[src/rtl/input_debouncer_pkg.sv]
// Shared definitions for the input debouncer: counter sizing and legal parameter limits.
package input_debouncer_pkg;

  localparam int TICK_DIV_MIN     = 1;
  localparam int STABLE_TICKS_MIN = 1;

  // Width needed to hold 0..stable_ticks without overflow.
  function automatic int cnt_width(input int stable_ticks);
    return $clog2(stable_ticks + 1);
  endfunction

endpackage

[src/rtl/input_debouncer_channel.sv]
// One debounce channel: 2-flop synchronizer, tick-based stability counter,
// debounced level register and registered rise/fall pulses.
module debounce_channel
  import input_debouncer_pkg::*;
#(
  parameter int   STABLE_TICKS = 10,
  parameter logic RESET_BIT    = 1'b0
) (
  input  logic i_clk,
  input  logic i_reset_n,
  input  logic i_raw,
  input  logic i_tick,
  output logic o_deb,
  output logic o_rise,
  output logic o_fall
);

  localparam int CW = cnt_width(STABLE_TICKS);
  localparam logic [CW-1:0] CNT_LAST = CW'(STABLE_TICKS - 1);

  logic          r_sync1;
  logic          r_sync2;
  logic          r_deb;
  logic          r_rise;
  logic          r_fall;
  logic [CW-1:0] r_cnt;

  // Sync stages reset to the output level so reset release shows no mismatch.
  always_ff @(posedge i_clk or negedge i_reset_n) begin
    if (!i_reset_n) begin
      r_sync1 <= RESET_BIT;
      r_sync2 <= RESET_BIT;
      r_deb   <= RESET_BIT;
      r_cnt   <= '0;
      r_rise  <= 1'b0;
      r_fall  <= 1'b0;
    end else begin
      r_sync1 <= i_raw;
      r_sync2 <= r_sync1;
      r_rise  <= 1'b0;
      r_fall  <= 1'b0;
      if (r_sync2 == r_deb) begin
        r_cnt <= '0;
      end else if (i_tick) begin
        if (r_cnt == CNT_LAST) begin
          r_deb  <= r_sync2;
          r_cnt  <= '0;
          r_rise <= r_sync2;
          r_fall <= ~r_sync2;
        end else begin
          r_cnt <= r_cnt + CW'(1);
        end
      end
    end
  end

  assign o_deb  = r_deb;
  assign o_rise = r_rise;
  assign o_fall = r_fall;

endmodule

[src/rtl/input_debouncer.sv]
// Multi-channel input debouncer: shared sample-tick prescaler feeding
// WIDTH independent debounce channels.
module input_debouncer
  import input_debouncer_pkg::*;
#(
  parameter int               WIDTH        = 10,
  parameter int               TICK_DIV     = 50000,
  parameter int               STABLE_TICKS = 10,
  parameter logic [WIDTH-1:0] RESET_VALUE  = {WIDTH{1'b0}}
) (
  input  logic             clk,
  input  logic             reset_n,
  input  logic [WIDTH-1:0] raw_in,
  output logic [WIDTH-1:0] deb_out,
  output logic [WIDTH-1:0] rise_pulse,
  output logic [WIDTH-1:0] fall_pulse
);

  if (TICK_DIV < TICK_DIV_MIN) begin : g_bad_tick_div
    $error("input_debouncer: TICK_DIV must be at least %0d", TICK_DIV_MIN);
  end
  if (STABLE_TICKS < STABLE_TICKS_MIN) begin : g_bad_stable_ticks
    $error("input_debouncer: STABLE_TICKS must be at least %0d", STABLE_TICKS_MIN);
  end

  // TICK_DIV of 1 needs a 1-bit counter that simply stays at zero.
  localparam int PW = (TICK_DIV > 1) ? $clog2(TICK_DIV) : 1;
  localparam logic [PW-1:0] PRESC_LAST = PW'(TICK_DIV - 1);

  logic [PW-1:0] r_presc;
  logic          w_tick;

  assign w_tick = (r_presc == PRESC_LAST);

  always_ff @(posedge clk or negedge reset_n) begin
    if (!reset_n) begin
      r_presc <= '0;
    end else if (w_tick) begin
      r_presc <= '0;
    end else begin
      r_presc <= r_presc + PW'(1);
    end
  end

  for (genvar g = 0; g < WIDTH; g++) begin : g_ch
    debounce_channel #(
      .STABLE_TICKS (STABLE_TICKS),
      .RESET_BIT    (RESET_VALUE[g])
    ) u_ch (
      .i_clk     (clk),
      .i_reset_n (reset_n),
      .i_raw     (raw_in[g]),
      .i_tick    (w_tick),
      .o_deb     (deb_out[g]),
      .o_rise    (rise_pulse[g]),
      .o_fall    (fall_pulse[g])
    );
  end

endmodule

[config.mk]
export PLATFORM = sky130hd
export DESIGN_NAME = input_debouncer
export DESIGN_NICKNAME = d
export VERILOG_FILES = /design/src/rtl/input_debouncer_pkg.sv /design/src/rtl/input_debouncer_channel.sv /design/src/rtl/input_debouncer.sv
export SDC_FILE = /design/constraint.sdc
export NUM_CORES = 1
export LEC_CHECK = 0
export BUFFER_PORTS_ARGS = -buffer_cell sky130_fd_sc_hd__buf_2
export CAP_MARGIN = 5
export CORE_AREA = 3 3 104 106
export DETAILED_ROUTE_END_ITERATION = 10
export DIE_AREA = 0 0 107 109
export PLACE_DENSITY = 0.67
export SYNTH_ARGS = -nofsm -noshare
export SYNTH_HDL_FRONTEND = slang
export SYNTH_SLANG_ARGS = --single-unit
[constraint.sdc]
create_clock -name clk -period 2.8 [get_ports clk]
set_clock_uncertainty 0.2 [all_clocks]
set_input_delay 0.56 -clock clk [delete_from_list [all_inputs] [get_ports clk]]
set_output_delay 0.56 -clock clk [all_outputs]
set_load 0.02 [all_outputs]
# After elaboration in Yosys (flattened, before gate mapping)
# Index checks and enable logic that the tools add are counted.
[op_classes]
add_sub_neg = 11
n_eq_ne = 21
muxes = 91
n_bitwise = 20
reduce_logical = 20
[op_table]
columns = ["cell", "n"]
rows = [
  ["$mux W4", 30],
  ["$mux W1", 60],
  ["$add A4 B1 Y4 const B", 10],
  ["$eq A4 B4 Y1 const B", 10],
  ["$reduce_and A3 Y1", 10],
  ["$not A1 Y1", 20],
  ["$reduce_bool A2 Y1", 10],
  ["$add A16 B1 Y16 const B", 1],
  ["$eq A16 B16 Y1 const B", 1],
  ["$mux W16", 1],
  ["$eq A1 B1 Y1", 10],
]
[totals]
ff_bits = 106
output_inout_bits = 30

# Depth between registers and ports, before layout
[depth]
word_depth = 4
ltp_mapped = 7
mapped_depth_nobuf = 6

# Cells and area by module
# Synthesis repeated with hierarchy kept, for this count alone.
[unflattened]
cells_unflattened = 358
area_unflattened_um2 = 4404.2
[modules_own_cells]
columns = ["module", "instances", "cells_per_inst", "area_per_inst_um2"]
rows = [
  ["debounce_channel", 10, 29, 365.4],
  ["input_debouncer", 1, 68, 750.7],
]

# Worst setup path before layout
# OpenSTA, ideal clock, no wires.
[synth_path]
path_type = "reg-to-reg"
start = "register r_presc[0]"
end = "register g_ch[0].u_ch.r_cnt[3]"
arrival_time_ns = 1.737
t_required_ns = 2.518
setup_slack_ns = 0.782
stages_incl_launch_ff = 7
period_less_slack_ns = 2.018
cell_sequence = "dfrtp_1 > ha_1 > and3_1 > nand4_4 > buf_6 > or4b_1 > a31oi_1"
[synth_between]
elab_chain_len = 2
[synth_lines]
columns = ["item", "line_no", "rtl"]
rows = [
  ["start: declaration", "input_debouncer.sv:30", "logic [PW-1:0] r_presc;"],
  ["start signal: assignment", "input_debouncer.sv:41", "r_presc <= r_presc + PW'(1);"],
  ["$eq A16 B16 Y1", "input_debouncer.sv:33", "assign w_tick = (r_presc == PRESC_LAST);"],
  ["$reduce_bool A2 Y1 (no line)", "--", ""],
  ["end signal: assignment", "input_debouncer_channel.sv:51", "r_cnt <= r_cnt + CW'(1);"],
  ["end: declaration", "input_debouncer_channel.sv:26", "logic [CW-1:0] r_cnt;"],
]
# No other way between the ends.
# A chain may end at the register's enable or synchronous reset.

# Worst setup path in the final report
[layout_path]
start = "register r_presc[0]"
end = "register g_ch[2].u_ch.r_cnt[3]"
[layout_between]
elab_chain_len = 2
[layout_lines]
columns = ["item", "line_no"]
rows = [
  ["$eq A16 B16 Y1", "input_debouncer.sv:33"],
  ["$reduce_bool A2 Y1 (no line)", "--"],
  ["end signal: assignment", "input_debouncer_channel.sv:51"],
  ["end: declaration", "input_debouncer_channel.sv:26"],
]
# No other way between the ends.

==> impl_results.md <==
- Reg clk slew, reported paths: 0.09 ns
- Largest family of logic cells by synthesized area: simple AND/OR/NAND/NOR gates
- Core ar.: 0.009864 sq mm
- Layout cell share with drive strength beyond 1: 0.1591
- Final period util: 0.8844
- Final setup violation count: 0
- Pre-CTS setup slack: 0.3220 ns
- Area grow syn2layout: 7.794%
- Hpwl dp: 5433 microns
- WS Path Type: reg2reg
- Pins Over Slew Limit: 0
- PD cells: 495.6 mW/mm^2
- Port Buffers: 41
- Cells after Synth: 461
- Number of I/O pins: 42
- Worst Hold Class: in2reg
- Number of global-route vias before repair: 3159
- DR pass1 iterations: 4
- Syn nets: 494
- Yosys top cell area share: 0.5400
- Crit path DAT: 2.57 ns
- Psw: 541.4 uW
- Clock Power Share: 0.386
- Worst Tran Pin Value: 0.5699 ns
- Syn Area/Cell: 10.66 sq um
- Clock root buffer: clkbuf_8
- Leak Pwr: 0.002358 uW
- Pint: 2083 uW
- Initial DRC count: 67
- Drt total wl: 7796 microns
- RD Place Congestion: 0.7546
- H-tree depth: 3
- WL/cell: 12.64 microns
- Largest cells by area after synthesis: dfrtp_1, ha_1, buf_4
- Number of diodes: 0
- Post-route ant nets: 0
- Ys Warns: 0
- Synth Area in Compound Gates: 0.06368
- First-pass GRT wire length: 14200 microns
- Seq/Total Area, Yosys: 0.5400
- Status: finished, final reports clean
- CP max FO: 48
- Via density: 5.178
- Post-CTS sizing: 0
- Sw Ratio: 0.2063
- Clock Latency Late Sink: 0.37 ns
- Starting Density: 0.4980
- Largest net degree at the start of global routing: 49
- # rows: 36
- Most common cell after layout, fill and taps aside: dfrtp_1
- CTS buffer count: 9
- Adder-Cell Fraction of Synth Area: 0.05349
- Nets: 513
- Critical path capture point type: flip-flop
- Initial antenna violation count: 0
- Vias: 3195
- Logic pwr share: 0.022
- Max Cap Violations: 0
- Headroom to the max-slew limit: 0.6201
- VDD IR max: 0.0002582 V
- Sequential Power Share: 0.592
- Startpoint types: flip-flop
- Clock sink count: 106
- Flop-to-flop setup slack: 0.32 ns
- Post-synthesis mux area share: 0.02292
- Most frequent cells in the layout: dfrtp_1, nand2_1, buf_2, nor2_1, a21oi_1
- Final hold viol count: 0
- PnR Total Power: 2624 uW
- Final WS setup: 0.3236 ns
- Mapped cell area: 0.004912 sq mm
- Die X-Extent: 107 microns
- Total gr overflow: 0
- Die Area: 0.01166 sq mm
- Synth cell types: 31
- Data required, critical path: 2.89 ns
- Synth Area in XOR/XNOR: 0.04279
- WHS: 0.08617 ns
- CTS Buffer Depth: 2
- Synth area leader: dfrtp_1
- Crit path time final: 2.476 ns
- TritonCTS clock tree: yes
- Seq cells post-synth: 106
- Fmax: 403.8 MHz
- Die Y: 109 microns
- Number of remaining DRC errors: 0
- Final TNS setup: 0 ns
- Post-Synth Simple-Gate Area: 0.2043
- Unrepaired setup endpoints after global routing: false
- Overall routing resource usage: 0.1522
## state kept, by name, indices dropped and copies added (netlist names)
name,flops
g_ch.u_ch.r_cnt,40
r_presc,16
g_ch.u_ch.o_deb,10
g_ch.u_ch.o_fall,10
g_ch.u_ch.o_rise,10
g_ch.u_ch.r_sync1,10
g_ch.u_ch.r_sync2,10
## per-stage QoR
| stage | std cells | utilization | instance area [sq um] |
|---|---|---|---|
| floorplan | 461 | - | 4912 |
| global placement | 601 | 0.5138 | 5069 |
| detailed placement | 601 | 0.5138 | 5069 |
| CTS | 617 | 0.5368 | 5295 |
| global route | 617 | 0.5368 | 5295 |
| finish | 617 | 0.5368 | 5295 |
## metal layers
layer  vias to the layer above  track usage  wire length (microns)
met4                         0      0.04566                     86
met2                        38       0.2626                   3841
met1                      1562       0.1832                   3573
met3                         8      0.04855                    295
met5                         -            0                      0
li1                       1587            -                      -
## worst paths after layout
check	from	to	cells after the start
worst max-delay path	r_presc[0]	g_ch[2].u_ch.r_cnt[3]	6
worst min-delay path	raw_in[2]	g_ch[2].u_ch.r_sync1	1
worst max register to register	r_presc[0]	g_ch[2].u_ch.r_cnt[3]	6
worst min register to register	g_ch[9].u_ch.r_sync1	g_ch[9].u_ch.r_sync2	0
max in group asynchronous	reset_n	g_ch[6].u_ch.r_sync2	3
min in group asynchronous	reset_n	g_ch[9].u_ch.r_sync2	2
## cell families (layout without fill, tap and decap cells)
kind of cell / count (synthesis) / after routing
flops: 106 / 106
simple gates: 178 / 178
fa+ha+maj: 21 / 21
mux: 10 / 10
xor+xnor: 24 / 24
buf+inv: 62 / 85
compound gates: 60 / 60
## power groups by stage
stage / Sequential [uW] / Combinational, uW / Clock [uW]
floorplan: 1580 / 12.8 / 0
global placement: 1580 / 58.8 / 0
detailed placement: 1580 / 60.2 / 0
CTS: 1550 / 61.3 / 1060
global route: 1560 / 66.9 / 1120
finish: 1550 / 57.0 / 1010
## repair_timing
action                     CTS  global route
setup endpoints to repair    0             0
hold endpoints to repair    43             0
setup buffers                0             0
hold buffers                 1             0
## worst max-delay path: stages (launching register included)
cell,delay [ns]
dfrtp_1,0.39
ha_1,0.21
and3_1,0.28
nand4_4,0.24
buf_4,0.34
or4b_1,0.55
a31oi_1,0.18
## cells in the mapped netlist
master	count
clkbuf_1	7
or4b_1	10
nor3_1	1
and3_1	2
nand4_4	1
nor4_1	2
and4bb_1	1
or3_1	21
xnor2_1	17
nand4_1	4
and2_1	1
inv_1	22
a31oi_1	10
or4_1	10
nand3_1	15
xor2_1	7
nand2_1	53
and4_1	1
nor2_1	32
mux2_2	10
ha_1	21
dfrtp_1	106
or2_2	2
buf_2	1
nor3b_1	20
buf_6	1
buf_4	31
nor4b_4	1
and4bb_2	1
o21ai_0	20
a21oi_1	30
## cell type report
class / instances / area [sq um]
fillers: 865 / 4569
flip-flops and latches: 106 / 2653
multi-input cells: 293 / 1902
repair buffers: 48 / 275.3
well taps: 133 / 166.4
clock buffers: 10 / 137.6
inverters: 22 / 82.58
clock inverters: 5 / 78.83
Power figures use the tool's default switching activity.
